### config.mk
export PLATFORM = sky130hd
export DESIGN_NAME = char_ctrl
export DESIGN_NICKNAME = d
export VERILOG_FILES = /design/src/rtl/char_pkg.sv /design/src/rtl/vga_pkg.sv /design/src/rtl/edge_detect.sv /design/src/rtl/char_ctrl.sv
export SDC_FILE = /design/constraint.sdc
export NUM_CORES = 1
export LEC_CHECK = 0
export BUFFER_PORTS_ARGS = -buffer_cell sky130_fd_sc_hd__buf_2
export CAP_MARGIN = 25
export CORE_AREA = 2 2 125 102
export CTS_BUF_LIST = sky130_fd_sc_hd__clkbuf_4 sky130_fd_sc_hd__clkbuf_8
export CTS_CLUSTER_DIAMETER = 60
export DETAILED_ROUTE_END_ITERATION = 16
export DIE_AREA = 0 0 127 104
export PLACE_DENSITY = 0.54
export RECOVER_POWER = 50
export SLEW_MARGIN = 10
export SYNTH_ARGS = -nofsm -noshare
export SYNTH_HDL_FRONTEND = slang
export SYNTH_SLANG_ARGS = --single-unit
### constraint.sdc
create_clock -name clk -period 3.4 [get_ports clk]
set_input_delay 0.17 -clock clk [delete_from_list [all_inputs] [get_ports clk]]
set_output_delay 0.17 -clock clk [all_outputs]
set_load 0.005 [all_outputs]
### src/rtl/char_pkg.sv
// Player sprite geometry and motion state, shared by control and draw.
// CHAR_HGT / CHAR_LNG are half-height / half-width; no ports.
package char_pkg;
  localparam int CHAR_HGT      = 26;
  localparam int CHAR_LNG      = 19;
  localparam int GROUND_OFFSET = 20;

  typedef enum logic [1:0] {
    GROUND,
    RISING,
    FALLING
  } char_state_t;
endpackage

### src/rtl/vga_pkg.sv
// Display geometry shared by the timing, draw and control stages.
// Holds the active-area size in pixels; no ports.
package vga_pkg;
  localparam int HOR_PIXELS = 800;
  localparam int VER_PIXELS = 600;
endpackage

### src/rtl/edge_detect.sv
// Rising-edge pulse generator: pulse is high for the cycle where in
// goes 0->1. Ports: clk, rst (sync, high), in, pulse.
module edge_detect (
  input  logic clk,
  input  logic rst,
  input  logic in,
  output logic pulse
);
  logic in_d;

  always_ff @(posedge clk) begin
    if (rst) in_d <= 1'b0;
    else     in_d <= in;
  end

  assign pulse = in & ~in_d;
endmodule

### src/rtl/char_ctrl.sv
// Per-frame player motion: walk, jump/fall with gravity, screen clamp.
// In: clk, rst, vblnk, btn_left/right/jump. Out: pos_x, pos_y, flip_h, in_air.
module char_ctrl
  import vga_pkg::*;
  import char_pkg::*;
#(
  parameter int MOVE_STEP = 4,
  parameter int JUMP_V0   = 12,
  parameter int GRAVITY   = 1,
  parameter int MAX_FALL  = 12,
  parameter int HALF_W    = CHAR_LNG,
  parameter int HALF_H    = CHAR_HGT,
  parameter int GROUND_Y  = VER_PIXELS - GROUND_OFFSET - CHAR_HGT
) (
  input  logic        clk,
  input  logic        rst,
  input  logic        vblnk,
  input  logic        btn_left,
  input  logic        btn_right,
  input  logic        btn_jump,
  output logic [11:0] pos_x,
  output logic [11:0] pos_y,
  output logic        flip_h,
  output logic        in_air
);
  localparam logic signed [12:0] STEP  = 13'(MOVE_STEP);
  localparam logic signed [12:0] X_MIN = 13'(HALF_W);
  localparam logic signed [12:0] X_MAX = 13'(HOR_PIXELS - HALF_W);
  localparam logic signed [12:0] Y_MIN = 13'(HALF_H);
  localparam logic signed [12:0] Y_MAX = 13'(GROUND_Y);
  localparam logic [4:0]  V0    = 5'(JUMP_V0);
  localparam logic [4:0]  GRAV  = 5'(GRAVITY);
  localparam logic [4:0]  VMAX  = 5'(MAX_FALL);
  localparam logic [11:0] X_RST = 12'(HOR_PIXELS / 2);
  localparam logic [11:0] Y_RST = 12'(GROUND_Y);
  localparam logic [11:0] Y_TOP = 12'(HALF_H);

  char_state_t state, state_n;
  logic [4:0]  vel, vel_n;
  logic [11:0] x_n, y_n;
  logic        flip_n;
  logic        jump_req;
  logic        tick, jump_edge, go;

  logic signed [12:0] x_s, y_s, x_t, y_t;
  logic [4:0]  v_inc, v_dec, v_f;

  edge_detect u_tick (
    .clk   (clk),
    .rst   (rst),
    .in    (vblnk),
    .pulse (tick)
  );

  edge_detect u_jump (
    .clk   (clk),
    .rst   (rst),
    .in    (btn_jump),
    .pulse (jump_edge)
  );

  // An edge landing on the tick cycle is used by that tick.
  assign go = jump_req | jump_edge;

  always_ff @(posedge clk) begin
    if (rst) begin
      state    <= GROUND;
      vel      <= '0;
      pos_x    <= X_RST;
      pos_y    <= Y_RST;
      flip_h   <= 1'b0;
      in_air   <= 1'b0;
      jump_req <= 1'b0;
    end else if (tick) begin
      state    <= state_n;
      vel      <= vel_n;
      pos_x    <= x_n;
      pos_y    <= y_n;
      flip_h   <= flip_n;
      in_air   <= (state_n != GROUND);
      jump_req <= 1'b0;
    end else if (jump_edge) begin
      jump_req <= 1'b1;
    end
  end

  always_comb begin
    state_n = state;
    vel_n   = vel;
    flip_n  = flip_h;
    x_s     = {1'b0, pos_x};
    y_s     = {1'b0, pos_y};
    x_t     = x_s;
    y_t     = y_s;
    y_n     = pos_y;
    v_inc   = vel + GRAV;
    v_dec   = vel - GRAV;
    v_f     = (v_inc > VMAX) ? VMAX : v_inc;

    unique case (1'b1)
      btn_left && !btn_right: begin
        x_t    = x_s - STEP;
        x_t    = (x_t < X_MIN) ? X_MIN : x_t;
        flip_n = 1'b1;
      end
      btn_right && !btn_left: begin
        x_t    = x_s + STEP;
        x_t    = (x_t > X_MAX) ? X_MAX : x_t;
        flip_n = 1'b0;
      end
      default: ;
    endcase
    x_n = x_t[11:0];

    case (state)
      GROUND: begin
        if (go) begin
          vel_n   = V0;
          state_n = RISING;
        end
      end
      RISING: begin
        y_t = y_s - $signed({8'b0, vel});
        if (y_t < Y_MIN) begin
          y_n     = Y_TOP;
          vel_n   = '0;
          state_n = FALLING;
        end else begin
          y_n   = y_t[11:0];
          vel_n = v_dec;
          if (v_dec == '0) state_n = FALLING;
        end
      end
      FALLING: begin
        y_t = y_s + $signed({8'b0, v_f});
        if (y_t >= Y_MAX) begin
          y_n     = Y_RST;
          vel_n   = '0;
          state_n = GROUND;
        end else begin
          y_n   = y_t[11:0];
          vel_n = v_f;
        end
      end
      default: state_n = GROUND;
    endcase
  end
endmodule

Yosys cells after proc, flatten, opt, wreduce, memory -nomap -nowiden
Index checks and enable logic that the tools add are counted.
- add/sub/neg operators: 6
- order comparisons: 5
- eq/ne operators: 3
- mux-type cells: 17
- bitwise logic cells: 5
- reductions and logical operators: 14
- operators by type and width (cell ; number):
    12-bit two-way mux ; 4
    12-bit one-hot mux with 2 select lines ; 2
    13-bit by 6-bit < comparator with 1-bit output, second input constant ; 2
    5-bit two-way mux ; 4
    5-bit one-hot mux with 3 select lines ; 1
    12-bit by 3-bit adder with 13-bit output, second input constant ; 1
    12-bit by 5-bit adder with 13-bit output ; 1
    13-bit by 11-bit greater-or-equal comparator with 1-bit output, second input constant ; 1
    13-bit by 11-bit > comparator with 1-bit output, second input constant ; 1
    12-bit by 3-bit subtractor with 13-bit output, second input constant ; 1
    12-bit by 5-bit subtractor with 13-bit output ; 1
    2-bit two-way mux ; 4
    2-bit one-hot mux with 3 select lines ; 1
    2-bit nonzero test ; 3
    5-bit by 1-bit adder with 5-bit output, second input constant ; 1
    5-bit by 4-bit > comparator with 1-bit output, second input constant ; 1
    5-bit zero test ; 1
    5-bit by 1-bit subtractor with 5-bit output, second input constant ; 1
    2-bit AND reduction ; 2
    3-bit AND reduction ; 1
    3-bit nonzero test ; 1
    1-bit AND ; 2
    2-bit by 1-bit equality test with 1-bit output, second input constant ; 1
    2-bit equality test, second input constant ; 1
    8 further kinds ; 11
- bits in registers: 36
- input port bits: 6
- output and inout bits: 26
- word-level logic and storage cells: 59

Depth between registers and ports, before layout
Gate-level depths: netlist of the first run.
- word-level depth: 8
- gate-level depth with buffers: 14

Hierarchy
From an unflattened synthesis of the first run, not the netlist that was laid out.
- cells, all modules: 448
- area, all modules: 3338.2 sq um
- modules (own cells, without submodules) (module ; instances ; cells each ; area each (sq um)):
    char_ctrl ; 1 ; 442 ; 3243.1
    edge_detect ; 2 ; 3 ; 47.5

Worst setup path after synthesis of the first run
Ideal clock, no wire load.
- kind: register to register
- from: register vel[0]
- to: register pos_y[0]
- library setup time: 0.136 ns
- arrival time: 3.363 ns
- required time: 3.264 ns
- slack: -0.099 ns
- cell stages (with the launch flop): 15
- clock period less this slack: 3.499 ns
- cells stage by stage: dfxtp_1 > ha_1 > xor2_1 > nor3_1 > a31oi_1 > a31oi_1 > ha_1 > a211o_1 > and3_1 > o32ai_2 > a211oi_1 > o211ai_1 > nand2_2 > a221oi_1 > a211oi_1
- word-level cells in the longest chain between the ends: 7
- ends and longest elaborated chain (element ; RTL line ; RTL):
    from (decl) ; char_ctrl.sv:39 ; logic [4:0] vel, vel_n;
    from (signal assigned) ; char_ctrl.sv:76 ; vel <= vel_n;
    5-bit by 1-bit adder with 5-bit output ; char_ctrl.sv:96 ; v_inc = vel + GRAV;
    5-bit by 4-bit > comparator with 1-bit output ; char_ctrl.sv:98 ; v_f = (v_inc > VMAX) ? VMAX : v_inc;
    5-bit two-way mux ; char_ctrl.sv:98 ;
    12-bit by 5-bit adder with 13-bit output ; char_ctrl.sv:135 ; y_t = y_s + $signed({8'b0, v_f});
    13-bit by 11-bit greater-or-equal comparator with 1-bit output ; char_ctrl.sv:136 ; if (y_t >= Y_MAX) begin
    12-bit two-way mux ; char_ctrl.sv:136 ;
    12-bit one-hot mux with 2 select lines (*) ; char_ctrl.sv:115 ; case (state)
    to (signal assigned) ; char_ctrl.sv:78 ; pos_y <= y_n;
    to (decl) ; char_ctrl.sv:22 ; output logic [11:0] pos_y,
Every way passes the cells marked *; elsewhere a longest branch is shown, timed or not.
A chain may end at the register's enable or synchronous reset.

Worst setup path in the final report of the first run
- from: register vel[1]
- to: register pos_y[0]
The elaborated chain is that of the path after synthesis.

==> results.yml, run 1 <==
route:
  wirelength_um: 11400
  drt_iter0_drc: 338
  drtAntennaViolNets: 0
  via_per_inst: 5.70
  vias: 3902
  wire_per_inst_um: 16.7
  dr.pass1.iters: 5
  drc_errors: 0
yosys:
  synth-compound-area-share: 0.311
  synth_nets: 507
  avgSynthCellArea_um2: 7.37
  ys_seq_area_frac: 0.205
  yosysTopAreaCell: "dfxtp_1"
  syn_area_um2: 3520
  async_reset_ff_frac: 0
  synth_top_family_by_area: "compound AO/OA/AOI/OAI gates"
  synth_fa_ha_area_frac: 0.0859
  synth_edf_count: 0
  synth_area_leaders: "dfxtp_1 (20%), ha_1 (7.5%), a21oi_1 (6.0%)"
  synthMostInstantiatedCell: "a21oi_1"
  synthSimpleGateAreaFrac: 0.283
  synth_ff_type: "dfxtp_1"
  yosys_warnings: 0
  yosys.area.top_type_share: 0.205
  syn_inst: 478
  synth_xor_area_frac: 0.0398
  muxShareOfSynthArea: 0.00923
  ys_types: 77
  ys_ff_latch: 36
  ys_top_cells_by_count: "a21oi_1 (42), nand2_1 (37), dfxtp_1 (36), nor2_1 (32), inv_1 (26)"
sta:
  setup_violations: 0
  period_share: 0.995
  holdWs_ns: 0.0990
  rsz0062_at_grt: "yes"
  finalClockSkew_ns: 0.0150
  worst_slew_pin_slew_ns: 0.863
  slew-limit-headroom: 0.422
  layout_min_cycle_time_ns: 3.38
  hold_viol_final: 0
  fmax_mhz: 296
  drv_slew: 0
placement:
  hpwl_um: 8140
  gp_routability_congestion: 0.895
  port_buffers: 31
  place_inst: 666
layout:
  final_cells: 684
  drive_gt1_frac: 0.250
  num_antenna_cells: 0
  area_growth_pct: 25.6
  final_core_util: 0.369
  layout.nets: 560
  num-fill-cells: 1235
global_route:
  grt_start_max_net_pins: 31
  grt_pass1_wl_um: 18600
  use_met1: 0.255
  grt_overflow_total: 0
  antenna_found_initial: 0
  track_usage: 0.170
  use_met2: 0.253
  grt_pass1_vias: 3621
  top_usage_layer: "met1"
  use_met3: 0.0309
power:
  p_leak_nw: 1.67
  ir_drop_uv: 120
  p_per_area_nw_per_um2: 289
setup_path:
  max_stage_delay_ns: 0.40
  critical_path_class: "flip-flop to flip-flop"
  cp_max_fo: 5
  crit_path_start: "vel[1]"
  cp_data_required_time_ns: 3.55
  rr_startpoint: "vel[1]"
  cp_data_arrival_time_ns: 3.54
  critPathSlowestCell: "fa_2"
  crit_family: "compound AO/OA/AOI/OAI gates"
  end_kind: "flip-flop"
  start_kind: "flip-flop"
  critical_path_buf_inv_count: 2
  path_cells: "ha_4 > xor2_2 > nor3_2 > a31oi_2 > a31oi_2 > buf_4 > fa_2 > a21oi_2 > buf_4 > o22ai_1 > and3_1 > a21oi_2 > a2bb2oi_2 > nand2_2 > a221oi_1 > a211oi_1"
floorplanning:
  placementRows: 36
  die_w_um: 127
  die_area_um2: 13200
  die-height_um: 104
  boundaryPins: 32
  initial_utilization: 0.294
  core-area_um2: 12000
clock_tree:
  path_clk_slew_ns: 0.07
  clock_path_buffers: 2
  cts_tree: "built"
  cts_num_sinks: 36
  clock_latency_ns: 0.31
  cts_root_buffer: "clkbuf_8"
  htree_levels: 2
  numCtsBuffers: 5
run:
  cap_violations: 0
worst_hold_path:
  min_path_type: "input port to flip-flop"
  hp-start: "btn_jump"
status:
  outcome: "complete, no violations"
## worst register-to-register path, cell delays in order (launching register included)
cell,delay (ns)
dfxtp_2,0.35
ha_4,0.15
xor2_2,0.14
nor3_2,0.07
a31oi_2,0.19
a31oi_2,0.15
buf_4,0.17
fa_2,0.40
a21oi_2,0.16
buf_4,0.15
o22ai_1,0.09
and3_1,0.23
a21oi_2,0.12
a2bb2oi_2,0.26
nand2_2,0.15
a221oi_1,0.35
a211oi_1,0.10
## what timing repair did
action / 4_1_cts / 5_1_grt
setup endpoints to repair: 14 / 17
gates cloned: 0 / 0
buffers inserted: 6 / 4
pin swaps: 9 / 24
hold buffers: 0 / 0
resized for setup: 10 / 35
## registers in the layout, summed over array words and instances (netlist names)
name	flops
u_jump.in_d	1
state	2
pos_x	12
pos_y	12
flip_h	1
jump_req	1
u_tick.in_d	1
in_air	1
vel	5
## power breakdown
group | internal, mW | leakage (nW) | switching [mW]
registers | 0.439 | 0.294 | 0.0347
logic | 0.174 | 1.32 | 0.223
clock network | 0.226 | 0.0586 | 0.180
## kinds of logic after synthesis
| family | count (synthesis) |
|---|---|
| and+or+nand+nor | 186 |
| AOI/OAI and AO/OA | 155 |
| buffers and inverters | 58 |
| DFF | 36 |
| adders and majority gates | 23 |
| xor gates and xnor gates | 16 |
| muxes | 3 |
| other | 1 |
## layout make-up
type / instances / area, um2 / area share
Inverter: 27 / 101 / 0.0229
Timing Repair Buffer: 77 / 499 / 0.113
Multi-Input combinational cell: 384 / 2800 / 0.633
Tap cell: 152 / 190 / 0.0430
Clock buffer: 6 / 76.3 / 0.0172
Sequential cell: 36 / 723 / 0.163
Clock inverter: 2 / 35.0 / 0.00792
## path summary, 6_finish.rpt
kind	end	slack (ns)	cells past startpoint
worst max-delay path	pos_y[0]	0.02	16
worst min-delay path	u_jump.in_d	0.1	2
worst max register to register	pos_y[0]	0.02	16
worst min register to register	flip_h	0.50	2
## per-layer routing
metal  wire [um]  share of wire  vias to the layer above
met5           0              0                        -
met4          72         0.0063                        0
met3         738          0.064                       12
met2        4990           0.44                      133
met1        5650           0.49                     1859
li1            -              -                     1898
## metrics by stage
| stage | instance area [um2] | setup slack [ns] | setup TNS (ns) | total power [mW] |
|---|---|---|---|---|
| detailed placement | 4020 | -0.189 | -0.965 | 0.833 |
| floorplan | 3530 | 0.000503 | 0 | 0.724 |
| finish | 4430 | 0.0168 | 0 | 1.28 |
| global placement | 4020 | -0.0160 | -0.0160 | 0.830 |
| CTS | 4230 | 0.0210 | 0 | 1.25 |
| global route | 4430 | -0.119 | -0.938 | 1.34 |
## placed cells by master (no fill, tap or decap), types with 4 or more instances in the layout
| cell type | Yosys | layout |
|---|---|---|
| a211o_1 | 6 | 6 |
| a211oi_1 | 8 | 6 |
| a21o_1 | 4 | 4 |
| a21oi_1 | 42 | 35 |
| a21oi_2 | 0 | 7 |
| a221oi_1 | 5 | 4 |
| a31oi_1 | 13 | 11 |
| and2_1 | 5 | 5 |
| and3_1 | 10 | 8 |
| buf_2 | 5 | 21 |
| buf_4 | 0 | 43 |
| clkbuf_1 | 24 | 10 |
| clkbuf_8 | 0 | 5 |
| dfxtp_1 | 36 | 34 |
| ha_1 | 21 | 18 |
| inv_1 | 26 | 25 |
| nand2_1 | 37 | 36 |
| nand2b_1 | 7 | 7 |
| nand3_1 | 21 | 20 |
| nand4_1 | 13 | 13 |
| nor2_1 | 32 | 31 |
| nor2b_1 | 9 | 9 |
| nor3_1 | 18 | 17 |
| nor4_1 | 6 | 6 |
| o21ai_0 | 22 | 19 |
| o21ai_1 | 1 | 4 |
| o31ai_1 | 8 | 6 |
| xnor2_1 | 9 | 9 |
| xor2_1 | 7 | 5 |
(Power assumes the default switching activity.)
==> inputs of run 2 (changes only) <==
--- a/config.mk
+++ b/config.mk
@@ -5,13 +5,14 @@
 export SDC_FILE = /design/constraint.sdc
 export NUM_CORES = 1
 export LEC_CHECK = 0
+export ABC_AREA = 1
 export BUFFER_PORTS_ARGS = -buffer_cell sky130_fd_sc_hd__buf_2
 export CAP_MARGIN = 25
-export CORE_AREA = 2 2 125 102
+export CORE_AREA = 2 2 123 101
 export CTS_BUF_LIST = sky130_fd_sc_hd__clkbuf_4 sky130_fd_sc_hd__clkbuf_8
 export CTS_CLUSTER_DIAMETER = 60
 export DETAILED_ROUTE_END_ITERATION = 16
-export DIE_AREA = 0 0 127 104
+export DIE_AREA = 0 0 125 103
 export PLACE_DENSITY = 0.54
 export RECOVER_POWER = 50
 export SLEW_MARGIN = 10
==> results.yml, run 2 <==
setup_path:
  crit_family: "simple AND/OR/NAND/NOR gates"
  end_kind: "flip-flop"
  cp_data_required_time_ns: 3.63
  crit_path_start: "vel[0]"
  max_stage_delay_ns: 0.41
  start_kind: "flip-flop"
  critical_path_class: "flip-flop to flip-flop"
  cp_max_fo: 7
  cp_data_arrival_time_ns: 3.37
  timing.critical_path.mode_cell: "nand2_1"
  crit_end: "pos_y[2]"
  worst-path-stages: 23
  critical_path_buf_inv_count: 0
  critPathSlowestCell: "fa_2"
  reg2reg_depth: 23
  path_cells: "ha_1 > nand3_1 > xor2_2 > nor2_1 > nor2_2 > nor2_1 > ha_2 > fa_2 > nand3_1 > nand2_1 > nand2_1 > nand2_1 > nand2_1 > nand2_1 > nor2_1 > nand2_1 > nand2_1 > nand2_4 > nand2_8 > nand2_2 > o21ai_1 > nor2_1 > nor2_1"
  rr_startpoint: "vel[0]"
  r2r_end: "pos_y[2]"
  rrSetupSlack_ns: 0.26
yosys:
  yosysTopAreaCell: "dfxtp_1"
  syn_area_um2: 3440
  ys_top_cells_by_count: "nand2_1 (162), inv_1 (71), nor2_1 (59), nand3_1 (55), dfxtp_1 (36)"
  synth_nets: 605
  synth_area_leaders: "dfxtp_1 (21%), nand2_1 (18%), nand3_1 (8.0%)"
  ys_types: 38
  yosys.area.top_type_share: 0.209
  avgSynthCellArea_um2: 5.97
  yosys_warnings: 0
  synthMostInstantiatedCell: "nand2_1"
  synth_ff_type: "dfxtp_1"
  synth_edf_count: 0
  ys_seq_area_frac: 0.209
  async_reset_ff_frac: 0
  ys_ff_latch: 36
  syn_inst: 576
clock_tree:
  clock_latency_ns: 0.29
  cts_root_buffer: "clkbuf_8"
  path_clk_slew_ns: 0.08
  htree_levels: 2
  cts_tree: "built"
  cts_num_sinks: 36
  numCtsBuffers: 5
  clock_path_buffers: 2
global_route:
  grt_pass1_vias: 3358
  track_usage: 0.151
  grt_start_max_net_pins: 24
  grt_pass1_wl_um: 16100
  grt_overflow_total: 0
  antenna_found_initial: 0
floorplanning:
  die_w_um: 125
  initial_utilization: 0.292
  boundaryPins: 32
  core-area_um2: 11800
  die_area_um2: 12900
  die-height_um: 103
  placementRows: 36
placement:
  gp_routability_congestion: 0.897
  port_buffers: 31
  hpwl_um: 7630
worst_hold_path:
  min_path_type: "input port to flip-flop"
  hp-start: "btn_jump"
route:
  dr.pass1.iters: 4
  vias: 3665
  wire_per_inst_um: 13.1
  drtAntennaViolNets: 0
  drt_iter0_drc: 197
  drc_errors: 0
  via_per_inst: 4.83
  wirelength_um: 9960
layout:
  layout_common_cells: "nand2_1 (162), inv_1 (71), nor2_1 (58), nand3_1 (55), dfxtp_1 (35)"
  num-fill-cells: 1317
  multi_input_area_um2: 2400
  area.sequential_um2: 724
  area_growth_pct: 12.6
  drive_gt1_frac: 0.0972
  layout.nets: 635
  final_common_cell: "nand2_1"
  num_antenna_cells: 0
  reg_top3: "pos_x: 12 flops, pos_y: 12 flops, vel: 5 flops"
sta:
  layout_min_cycle_time_ns: 3.14
  setup_violations: 0
  worst_slew_pin_slew_ns: 1.29
  rsz0062_at_grt: "no"
  finalClockSkew_ns: 0.00800
  finalSetupTns_ns: 0
  hold_viol_final: 0
  slew-limit-headroom: 0.142
  drv_slew: 0
  period_share: 0.924
  holdWs_ns: 0.103
  fmax_mhz: 318
power:
  power_mw: 1.23
  p_per_area_nw_per_um2: 318
  p_leak_nw: 1.81
  ir_drop_uv: 111
run:
  cap_violations: 0
status:
  outcome: "complete, no violations"
## run 2: changes by cell type in the layout (fill, tap and decap cells not counted), moves of 8 or more
cell      delta
nor2_1      +27
inv_1       +46
buf_2       -10
nand3_1     +35
nor2b_1      -9
nand2_1    +126
xor2_1      +12
and3_1       -8
clkbuf_1    +10
buf_4       -39
nor3_1       -9
## run 2: worst min-delay path by stage
stage / endpoint / slack [ns] / cells after the start
final: u_jump.in_d / 0.10 / 3
after global routing: u_tick.in_d / 0.10 / 3
after CTS: u_jump.in_d / 0.1 / 3
after detailed placement: u_jump.in_d / 0.40 / 3
after global placement: u_tick.in_d / 0.39 / 3
after floorplan: u_jump.in_d / 0.29 / 2
## run 2: worst min-delay path, stage by stage
cell	delay (ns)
buf_2	0.07
inv_1	0.04
nor2_1	0.07
## run 2: where the power goes
part	total [mW]	leakage [nW]	switching (mW)	internal [mW]
combinational	0.400	1.46	0.264	0.137
clock	0.349	0.0523	0.167	0.182
sequential	0.483	0.295	0.0381	0.445
total	1.23	1.81	0.469	0.763
## run 2: final cells by class
class                      count  share of cell area
inverter                      79              0.0766
tap                          152              0.0491
sequential                    36               0.187
clock buffer                   8              0.0252
multi-input combinational    449               0.621
timing repair buffer          35              0.0413
## run 2: logic make-up (layout without fill, tap and decap cells)
group | after synthesis | count (layout) | synth area share
other | 1 | 1 | 0.00109
and+or+nand+nor | 325 | 326 | 0.419
buffers and inverters | 92 | 122 | 0.104
adders and majority gates | 23 | 23 | 0.0880
AOI/OAI and AO/OA | 78 | 78 | 0.125
DFF | 36 | 36 | 0.209
xor gates and xnor gates | 21 | 21 | 0.0535
## run 2: metal layers
layer	up-vias	routed length, um	GRT usage
li1	1917	-	-
met2	80	4240	0.243
met4	0	153	0.0453
met5	-	0	0
met3	15	432	0.0234
met1	1653	5140	0.212
## run 2: repair_timing
action / CTS / global route
setup endpoints to repair: 0 / 18
gates resized for setup: 0 / 12
hold buffers: 0 / 0
buffers inserted: 0 / 1
## run 2: through the flow
step | util | worst slack, ns | instances | area, um2
after floorplan | - | 0.432 | 576 | 3440
after global placement | 0.317 | 0.159 | 749 | 3750
after detailed placement | 0.317 | 0.0671 | 749 | 3750
after CTS | 0.326 | 0.0294 | 757 | 3840
after global routing | 0.328 | 0.0217 | 759 | 3870
final | 0.328 | 0.258 | 759 | 3870
